### config.mk
export PLATFORM = sky130hd
export DESIGN_NAME = reg_xfer_ctrl
export DESIGN_NICKNAME = d
export VERILOG_FILES = /design/src/rtl/reg_xfer_ctrl.sv
export SDC_FILE = /design/constraint.sdc
export NUM_CORES = 1
export LEC_CHECK = 0
export ABC_AREA = 1
export CAP_MARGIN = 10
export CORE_ASPECT_RATIO = 1.1
export CORE_MARGIN = 2
export CORE_UTILIZATION = 36
export CTS_BUF_LIST = sky130_fd_sc_hd__clkbuf_8
export CTS_CLUSTER_SIZE = 10
export DETAILED_ROUTE_END_ITERATION = 16
export GPL_TIMING_DRIVEN = 0
export PLACE_DENSITY_LB_ADDON = 0.1
export SLEW_MARGIN = 20
export SYNTH_ARGS = -nofsm -noshare
export SYNTH_HDL_FRONTEND = slang
export SYNTH_SLANG_ARGS = --single-unit
export TNS_END_PERCENT = 1
### constraint.sdc
create_clock -name CLK -period 1.7 [get_ports CLK]
set_clock_uncertainty 0.2 [all_clocks]
set_input_delay 0.17 -clock CLK [delete_from_list [all_inputs] [get_ports CLK]]
set_output_delay 0.17 -clock CLK [all_outputs]
set_load 0.005 [all_outputs]
### src/rtl/reg_xfer_ctrl.sv
// reg_xfer_ctrl: one-command-at-a-time sequencer driving D/Load of a load-enabled register bank.
// Define REG_XFER_SWAP_EN to compile in the SWAP operation; otherwise op=11 is rejected with err.
module reg_xfer_ctrl #(
   parameter int NUM_REGS = 4,
   parameter int WIDTH    = 3,
   parameter int IDX_W    = $clog2(NUM_REGS)
) (
   input  logic                      CLK,
   input  logic                      RST,
   input  logic                      req,
   input  logic [1:0]                op,
   input  logic [IDX_W-1:0]          src,
   input  logic [IDX_W-1:0]          dst,
   input  logic [WIDTH-1:0]          imm,
   input  logic [NUM_REGS*WIDTH-1:0] Q_in,
   output logic                      ready,
   output logic                      busy,
   output logic [WIDTH-1:0]          D_out,
   output logic [NUM_REGS-1:0]       Load,
   output logic                      done,
   output logic                      err
);

   typedef enum logic [1:0] {
      OP_LDI  = 2'b00,
      OP_MOV  = 2'b01,
      OP_INC  = 2'b10,
      OP_SWAP = 2'b11
   } op_e;

   typedef enum logic [2:0] {
      S_IDLE,
      S_WRITE,
`ifdef REG_XFER_SWAP_EN
      S_SWAP_W1,
      S_SWAP_W2,
`endif
      S_DONE
   } state_e;

   state_e             state_q, state_d;
   logic [IDX_W-1:0]   src_q, src_d;
   logic [IDX_W-1:0]   dst_q, dst_d;
   logic [WIDTH-1:0]   data_q, data_d;
   logic               err_q, err_d;
`ifdef REG_XFER_SWAP_EN
   logic [WIDTH-1:0]   tmp_q, tmp_d;
   logic [WIDTH-1:0]   q_dst;
`endif

   logic [WIDTH-1:0]   q_src;
   logic               src_ok;
   logic               dst_ok;

   // Index decode doubles as the range check, so out-of-range indices never address Q_in.
   always_comb begin
      q_src  = '0;
      src_ok = 1'b0;
      dst_ok = 1'b0;
`ifdef REG_XFER_SWAP_EN
      q_dst  = '0;
`endif
      for (int unsigned k = 0; k < NUM_REGS; k++) begin
         if (src == IDX_W'(k)) begin
            src_ok = 1'b1;
            q_src  = Q_in[k*WIDTH +: WIDTH];
         end
         if (dst == IDX_W'(k)) begin
            dst_ok = 1'b1;
`ifdef REG_XFER_SWAP_EN
            q_dst  = Q_in[k*WIDTH +: WIDTH];
`endif
         end
      end
   end

   always_comb begin
      state_d = state_q;
      src_d   = src_q;
      dst_d   = dst_q;
      data_d  = data_q;
      err_d   = err_q;
`ifdef REG_XFER_SWAP_EN
      tmp_d   = tmp_q;
`endif
      unique case (state_q)
         S_IDLE: begin
            if (req) begin
               src_d = src;
               dst_d = dst;
               err_d = 1'b0;
               if (!(src_ok && dst_ok)) begin
                  err_d   = 1'b1;
                  state_d = S_DONE;
               end else begin
                  unique case (op_e'(op))
                     OP_LDI: begin
                        data_d  = imm;
                        state_d = S_WRITE;
                     end
                     OP_MOV: begin
                        data_d  = q_src;
                        state_d = S_WRITE;
                     end
                     OP_INC: begin
                        data_d  = q_src + WIDTH'(1);
                        state_d = S_WRITE;
                     end
                     OP_SWAP: begin
`ifdef REG_XFER_SWAP_EN
                        data_d  = q_dst;
                        tmp_d   = q_src;
                        state_d = S_SWAP_W1;
`else
                        err_d   = 1'b1;
                        state_d = S_DONE;
`endif
                     end
                     default: state_d = S_IDLE;
                  endcase
               end
            end
         end
         S_WRITE: state_d = S_DONE;
`ifdef REG_XFER_SWAP_EN
         // data_q is the bus register, so the second half of the swap reloads it from tmp_q.
         S_SWAP_W1: begin
            data_d  = tmp_q;
            state_d = S_SWAP_W2;
         end
         S_SWAP_W2: state_d = S_DONE;
`endif
         S_DONE:  state_d = S_IDLE;
         default: state_d = S_IDLE;
      endcase
   end

   always_ff @(posedge CLK) begin
      if (RST) begin
         state_q <= S_IDLE;
         src_q   <= '0;
         dst_q   <= '0;
         data_q  <= '0;
         err_q   <= 1'b0;
`ifdef REG_XFER_SWAP_EN
         tmp_q   <= '0;
`endif
      end else begin
         state_q <= state_d;
         src_q   <= src_d;
         dst_q   <= dst_d;
         data_q  <= data_d;
         err_q   <= err_d;
`ifdef REG_XFER_SWAP_EN
         tmp_q   <= tmp_d;
`endif
      end
   end

   always_comb begin
      Load = '0;
      for (int unsigned k = 0; k < NUM_REGS; k++) begin
         if (state_q == S_WRITE && dst_q == IDX_W'(k)) Load[k] = 1'b1;
`ifdef REG_XFER_SWAP_EN
         if (state_q == S_SWAP_W1 && src_q == IDX_W'(k)) Load[k] = 1'b1;
         if (state_q == S_SWAP_W2 && dst_q == IDX_W'(k)) Load[k] = 1'b1;
`endif
      end
   end

   assign ready = (state_q == S_IDLE);
   assign busy  = (state_q != S_IDLE);
   assign done  = (state_q == S_DONE);
   assign err   = (state_q == S_DONE) && err_q;
   assign D_out = data_q;

endmodule

After elaboration in Yosys (flattened, before gate mapping). Cells that the tools add are included.

Register bits: 9. Input port bits: 24. Output and inout port bits: 11. Logic and storage cells: 59.

Add/sub/neg operators: 1. Equality and inequality tests: 15. Muxes and demuxes: 23. Reduce and logical (&&, ||, !) cells: 16.

Operator list (number): 3-bit two-way mux (6); 2-bit equality test (second input constant) (8); 1-bit two-way mux (14); 3-bit one-hot mux with 2 select lines (2); 3-bit one-hot mux with 3 select lines (1); 2-bit by 1-bit equality test with 1-bit output (second input constant) (4); 2-bit zero test (4); 1-bit logical AND (6); 3-bit nonzero test (2); 4-bit AND reduction (1); 3-bit by 1-bit adder with 3-bit output (second input constant) (1); 3-bit by 1-bit equality test with 1-bit output (second input constant) (1); 3-bit by 2-bit equality test with 1-bit output (second input constant) (1); 3-bit zero test (1); 3-bit OR reduction (1); 2-bit inequality test (second input constant) (1); 2-bit AND reduction (1).

Depth between registers and ports, before layout. Gate-level depths: netlist of run 1.

Word-level depth: 9. Mapped depth: 12. Mapped depth without buffers: 12.

Least setup slack after synthesis of run 1. OpenSTA, ideal clock, no wires.

Path type: in2reg. Start point: input src[0]. End point: register data_q[1] (netlist: D_out[1]). Library setup time: 112 ps. Data arrival time: 1062 ps. Required time: 1388 ps. Path slack: 326 ps. Stages on the path: 9. Buffers on the path: 0. Path through: nand2_1 > or2_1 > nand2_1 > inv_1 > ha_1 > a21oi_1 > nand2_1 > nand2_1 > nand2_1.

Word-level cells in the longest chain between the ends: 7. Elaborated cells between the ends (all ways): 16. Those cells by class: add/sub (1); eq/ne (3); mux (9); reduce/logical (3).

RTL lines: start, declared (RTL line 12) `input logic [IDX_W-1:0] src,`; 2-bit zero test (RTL line 64) `if (src == IDX_W'(k)) begin`; 3-bit two-way mux or 1-bit two-way mux (tied branches) (4 in a row) (RTL line 64); 3-bit by 1-bit adder with 3-bit output or 1-bit logical AND (tied branches) (RTL line 106, 92); 3-bit one-hot mux with 3 select lines or 4-bit AND reduction (tied branches); end signal, assigned (RTL line 152) `data_q <= data_d;`; end, declared (RTL line 44) `logic [WIDTH-1:0] data_q, data_d;`.

Parallel ways exist; a longest one is shown, timed or not. A chain may end at the register's enable or synchronous reset.

Worst setup path after layout of run 1.
Start point: register state_q[0]. End point: output busy.

Word-level cells in the longest chain between the ends: 1.

RTL lines: start, declared (RTL line 41) `state_e state_q, state_d;`; start signal, assigned (RTL line 149) `state_q <= state_d;`; 3-bit nonzero test (RTL line 172) `assign busy = (state_q != S_IDLE);`; end, declared (RTL line 17) `output logic busy,`.

No other way between the ends.

==> flow_summary.json, run 1 <==
{
  "status": "complete, no violations",
  "path_buf_inv": 2,
  "final-hold-violation-count": 0,
  "cts.sinks": 8,
  "placed_area_sq_um": 943,
  "drt-wirelength-per-cell_microns": 10.0,
  "fmax_mhz": 631,
  "synthCells": 94,
  "yosys.area_share.simple_pct": 42.4,
  "via_per_inst": 4.68,
  "grt_start_max_net_pins": 7,
  "cp_max_fo": 5,
  "place_inst": 145,
  "arrival_ns": 1.22,
  "timing.final.crit_share_pct": 93.3,
  "coreArea_sq_um": 1540,
  "ant_nets": 0,
  "min_period_ns": 1.59,
  "die_x_microns": 42.3,
  "startpoint_type": "flip-flop",
  "cts_max_level": 1,
  "cp_top_family": "buffers and inverters",
  "synthMuxAreaShare_pct": 0,
  "drt-pass1-iter-count": 4,
  "grt_pass1_vias": 606,
  "setup_viol": 0,
  "holdWs_ns": 0.253,
  "layout_commonest_cell": "clkdlybuf4s50_1",
  "avgSynthCellArea_sq_um": 6.19,
  "synth-seq-area-share_pct": 27.5,
  "io_pins": 35,
  "power_density_nw_per_um2": 631,
  "cp-end-kind": "primary output",
  "slew_violations": 0,
  "start_util_pct": 37.8,
  "drive_gt1_share_pct": 10.6,
  "route.detailed.drc": 0,
  "synth.net_count": 122,
  "die_y_microns": 46.2,
  "synthXorXnorAreaFrac_pct": 0,
  "drv_cap": 0,
  "drtIter0Drc": 7,
  "grt_antenna_before_repair": 0,
  "path_clk_slew_ns": 0.04,
  "die_area_sq_um": 1950,
  "worstPathRequired_ns": 1.33,
  "dp_hpwl_microns": 1220,
  "cts_root_buf": "clkbuf_8",
  "final_core_util_pct": 65.9,
  "syn_to_final_growth_pct": 74.4,
  "worstPathCellList": "nor2_4, inv_1, clkdlybuf4s50_1",
  "clock_latency_ns": 0.23,
  "slew_headroom_pct": 84.7,
  "cp_slowest_cell": "clkdlybuf4s50_1",
  "layoutNonFillerInstCount": 149,
  "leakagePower_nw": 0.527,
  "hold_buffers": 0,
  "ys_warn_count": 0,
  "yosys.area_share.adder_pct": 8.60,
  "final.setup.tns_ns": 0,
  "cts_tree": "done",
  "ys_seq_elements": 8,
  "peakVddDrop_v": 0.000483,
  "grt-ovfl-total": 0,
  "grt_pass1_wl_microns": 2300,
  "cts-buffers-inserted": 3,
  "worst-setup-path-type": "reg2out",
  "tightest_slew_ns": 0.229,
  "gp_congestion": 0.727,
  "slowest_delay_ns": 0.49,
  "syn_area_sq_um": 582,
  "final_cell_mix": "clkdlybuf4s50_1 (26), nand2_1 (24), inv_1 (15)",
  "portBuffers": 34,
  "grtUsageTotal_pct": 15.6,
  "rows": 15,
  "ys_types": 16,
  "dr_total_vias": 698,
  "fin_area_sq_um": 1010,
  "layout.nets": 162,
  "wirelength_microns": 1500,
  "clock_path_buffers": 2,
  "hp-class": "reg2reg",
  "synth_top_family_by_area": "simple AND/OR/NAND/NOR gates",
  "diodes": 0,
  "synth-compound-area-share_pct": 11.2
}
## per-stage QoR
| stage | total power, mW | worst slack (ns) |
|---|---|---|
| finish | 0.641 | 0.115 |
| global placement | 0.397 | -0.347 |
| floorplan | 0.300 | 0.326 |
| detailed placement | 0.402 | -0.374 |
| CTS | 0.634 | 0.0307 |
| global route | 0.680 | -0.0105 |
## flip-flops by register name (all words and copies together) (netlist names)
register,flops
D_out,3
dst_q,2
err_q,1
state_q,2
## report_power, final
group / switching, mW / leakage (nW) / internal, mW
Sequential: 0.0104 / 0.0666 / 0.204
Combinational: 0.0858 / 0.439 / 0.110
Clock: 0.0766 / 0.0216 / 0.154
## worst reg2reg max path, delay by kind of cell (launching register included)
family,cells,cell delay [ns]
flip-flops,1,0.34
AND/OR/NAND/NOR,7,0.68
## path summary, 6_finish.rpt
path | start | endpoint | slack (ns) | cells after the start
worst max-delay path | state_q[0]$_SDFFE_PP0P_ | busy | 0.11 | 3
worst min-delay path | D_out[2]$_SDFFE_PP0P_ | D_out[2]$_SDFFE_PP0P_ | 0.25 | 2
worst max register to register | state_q[0]$_SDFFE_PP0P_ | D_out[0]$_SDFFE_PP0P_ | 0.43 | 7
worst min register to register | D_out[2]$_SDFFE_PP0P_ | D_out[2]$_SDFFE_PP0P_ | 0.25 | 2
## layout make-up
class	instances	area, sq um
fillers	148	524
multi-input cells	70	383
repair buffers	35	347
flip-flops and latches	8	163
inverters	16	60.1
clock buffers	3	41.3
well taps	17	21.3
## timing repair
action | CTS | global route
pin swaps | 0 | 6
buffers inserted | 0 | 1
endpoints found under the hold margin | 0 | 0
setup endpoints to repair | 7 | 3
resized for setup | 8 | 8
## cells in the mapped netlist, drive strengths merged
master / n / area share, %
nor2: 11 / 9.7
or2: 2 / 2.2
nand3: 9 / 7.7
a21oi: 3 / 2.6
dfxtp: 8 / 28
inv: 16 / 10
nor3: 6 / 5.2
o21bai: 1 / 1.3
nand2: 26 / 18
o21ai: 7 / 6.0
a211oi: 1 / 1.3
ha: 4 / 8.6
## metal layers
layer / track usage, % / part of all wire, % / vias up
li1: - / - / 372
met5: 0 / 0 / -
met3: 6.27 / 5.8 / 0
met1: 16.4 / 43 / 308
met2: 29.2 / 51 / 18
met4: 3.75 / 0 / 0
## logic make-up after synthesis
| kind of cell | after synthesis |
|---|---|
| AO/OA/AOI/OAI | 12 |
| buffers and inverters | 16 |
| adder cells (fa/ha/maj) | 4 |
| flip-flops | 8 |
| AND/OR/NAND/NOR | 54 |
No activity file was read; power rests on OpenSTA's default activity.
==> run 2: changes to the inputs <==
CAP_MARGIN = 30   (was 10)
==> results of run 2 <==
Final layout, timing and power as in run 1 (identical DEF).
==> run 3: changes to the inputs <==
CORE_UTILIZATION = 34   (was 36)
CTS_CLUSTER_SIZE = not set   (was 10)
RECOVER_POWER = 50   (was not set)
clock period = 1.43 ns   (was 1.7 ns; I/O delays follow)
==> run 3 against run 2 <==
  * Sequential share of layout area down 0.23 points
  * Die area up 5.3%
  * Highest routed layer is now met4
  * Flip-flop and latch count unchanged
  * Via count up 1.3%
  * Design area up 4.6%
  * Critical path depth up 1
  * Sequential power up 21%
  * Count of clock-buffer cells in the layout unchanged
  * Non-clock buffer count up 1
==> flow_summary.json, run 3 (synthesis results as in run 1) <==
{
  "drtIter0Drc": 19,
  "dp_hpwl_microns": 1160,
  "drt-wirelength-per-cell_microns": 10.1,
  "cp_slowest_cell": "dfxtp_2",
  "die_area_sq_um": 2060,
  "fmax_mhz": 723,
  "final-hold-violation-count": 0,
  "cts-buffers-inserted": 3,
  "diodes": 0,
  "tightest_slew_ns": 0.225,
  "clock_path_buffers": 2,
  "gp_congestion": 0.693,
  "io_pins": 35,
  "p_sw_mw": 0.213,
  "portBuffers": 34,
  "coreArea_sq_um": 1600,
  "peakVddDrop_v": 0.000405,
  "gr-max-usage-layer": "met2",
  "grt_pass1_wl_microns": 2290,
  "sequentialPowerShare_pct": 33.8,
  "grt-ovfl-total": 0,
  "drv_cap": 0,
  "grtUsageTotal_pct": 15.2,
  "crit_start": "state_q[1]$_SDFFE_PP0P_",
  "slowest_delay_ns": 0.34,
  "startpoint_type": "flip-flop",
  "cts.sinks": 8,
  "dr_total_vias": 707,
  "layout_setup_ws_ns": 0.0467,
  "met3_usage_pct": 3.85,
  "grt_antenna_before_repair": 0,
  "totalPowerFinal_mw": 0.767,
  "power_frac_clock_pct": 35.1,
  "path_clk_slew_ns": 0.04,
  "wirelength_microns": 1510,
  "slew_headroom_pct": 84.9,
  "drt-pass1-iter-count": 4,
  "rsz0062_at_grt": "true",
  "ant_nets": 0,
  "slew_violations": 0,
  "syn_to_final_growth_pct": 82.4,
  "cts_tree": "done",
  "timing.final.crit_share_pct": 96.7,
  "setup_viol": 0,
  "power_density_nw_per_um2": 723,
  "met1_usage_pct": 17.0,
  "largest_reg_flops": 3,
  "route.detailed.drc": 0,
  "via_per_inst": 4.71,
  "hold_buffers": 0,
  "grt_start_max_net_pins": 7,
  "rows": 15,
  "start_util_pct": 36.5,
  "clock_latency_ns": 0.23,
  "use_met2_pct": 26.6,
  "final_cell_mix": "nand2_1 (22), clkdlybuf4s50_1 (15), inv_1 (10)",
  "layout_commonest_cell": "nand2_1",
  "die_y_microns": 47.4,
  "hp-class": "in2reg",
  "endpoint": "Load[2]",
  "reg2reg_depth": 7,
  "drive_gt1_share_pct": 25.6,
  "intPower_mw": 0.554,
  "final_core_util_pct": 66.5,
  "combPwrFrac_pct": 31.1,
  "die_x_microns": 43.4,
  "cts_max_level": 1,
  "cts_root_buf": "clkbuf_8",
  "place_ws_ns": -0.595,
  "status": "complete, no violations",
  "min_period_ns": 1.38,
  "grt_pass1_vias": 580,
  "rr_startpoint": "state_q[0]$_SDFFE_PP0P_",
  "worstPathRequired_ns": 1.09,
  "arrival_ns": 1.04,
  "layout.nets": 163,
  "timing.rr.end": "D_out[1]$_SDFFE_PP0P_",
  "worst-setup-path-type": "reg2out",
  "cp_max_fo": 4,
  "netSwitchingFraction_pct": 27.8,
  "worstPathCellList": "inv_4, nand2_4, nor3_2, dlygate4sd2_1",
  "cp-end-kind": "primary output",
  "leakagePower_nw": 0.596,
  "regToRegSetupSlack_ns": 0.18
}
==> run 3: power by group through the flow <==
stage | Clock, mW | Combinational, mW | Sequential (mW)
final | 0.269 | 0.238 | 0.260
after global routing | 0.285 | 0.265 | 0.262
after CTS | 0.276 | 0.211 | 0.255
after detailed placement | 0 | 0.218 | 0.258
after global placement | 0 | 0.216 | 0.257
after floorplan | 0 | 0.0994 | 0.257
==> run 3: worst max-delay path, delay by kind of cell (launching register included) <==
family	cells	cell delay, ns
flip-flops	1	0.34
buffers and inverters	2	0.31
AND/OR/NAND/NOR	2	0.16
==> run 3: repair_timing <==
action | CTS | global route
buffers inserted | 0 | 2
resized for setup | 18 | 40
pin swaps | 2 | 19
setup endpoints to repair | 11 | 7
==> run 3: routing by layer <==
| metal | vias to the layer above | routed length, microns |
|---|---|---|
| li1 | 377 | - |
| met1 | 292 | 604 |
| met2 | 36 | 765 |
| met3 | 2 | 120 |
| met4 | 0 | 19 |
| met5 | - | 0 |
==> run 3: area by class of cell <==
cell class | count | area [sq um]
repair buffers | 36 | 347
clock buffers | 3 | 41.3
flip-flops and latches | 8 | 168
inverters | 16 | 62.6
multi-input cells | 70 | 422
well taps | 17 | 21.3
fillers | 139 | 534
==> run 3: worst min-delay path by stage <==
stage          cells past startpoint  slack, ns                   from                     to
2_1_floorplan                      1       0.02                    RST     err_q$_SDFFE_PP0P_
3_3_place_gp                       2       0.24  D_out[1]$_SDFFE_PP0P_  D_out[1]$_SDFFE_PP0P_
3_5_place_dp                       2       0.25  D_out[0]$_SDFFE_PP0P_  D_out[0]$_SDFFE_PP0P_
4_1_cts                            2       0.25  D_out[0]$_SDFFE_PP0P_  D_out[0]$_SDFFE_PP0P_
5_1_grt                            2       0.26  D_out[0]$_SDFFE_PP0P_  D_out[0]$_SDFFE_PP0P_
6_report                           6       0.24                Q_in[9]  D_out[0]$_SDFFE_PP0P_
==> run 3: through the flow <==
stage	hold slack [ns]	instance area (sq um)	setup TNS, ns	instances
5_1_grt	0.263	1060	-0.0377	150
3_3_place_gp	0.237	943	-1.94	145
3_5_place_dp	0.245	943	-2.09	145
2_1_floorplan	0.0215	582	0	94
6_report	0.245	1060	0	150
4_1_cts	0.253	982	-0.216	148
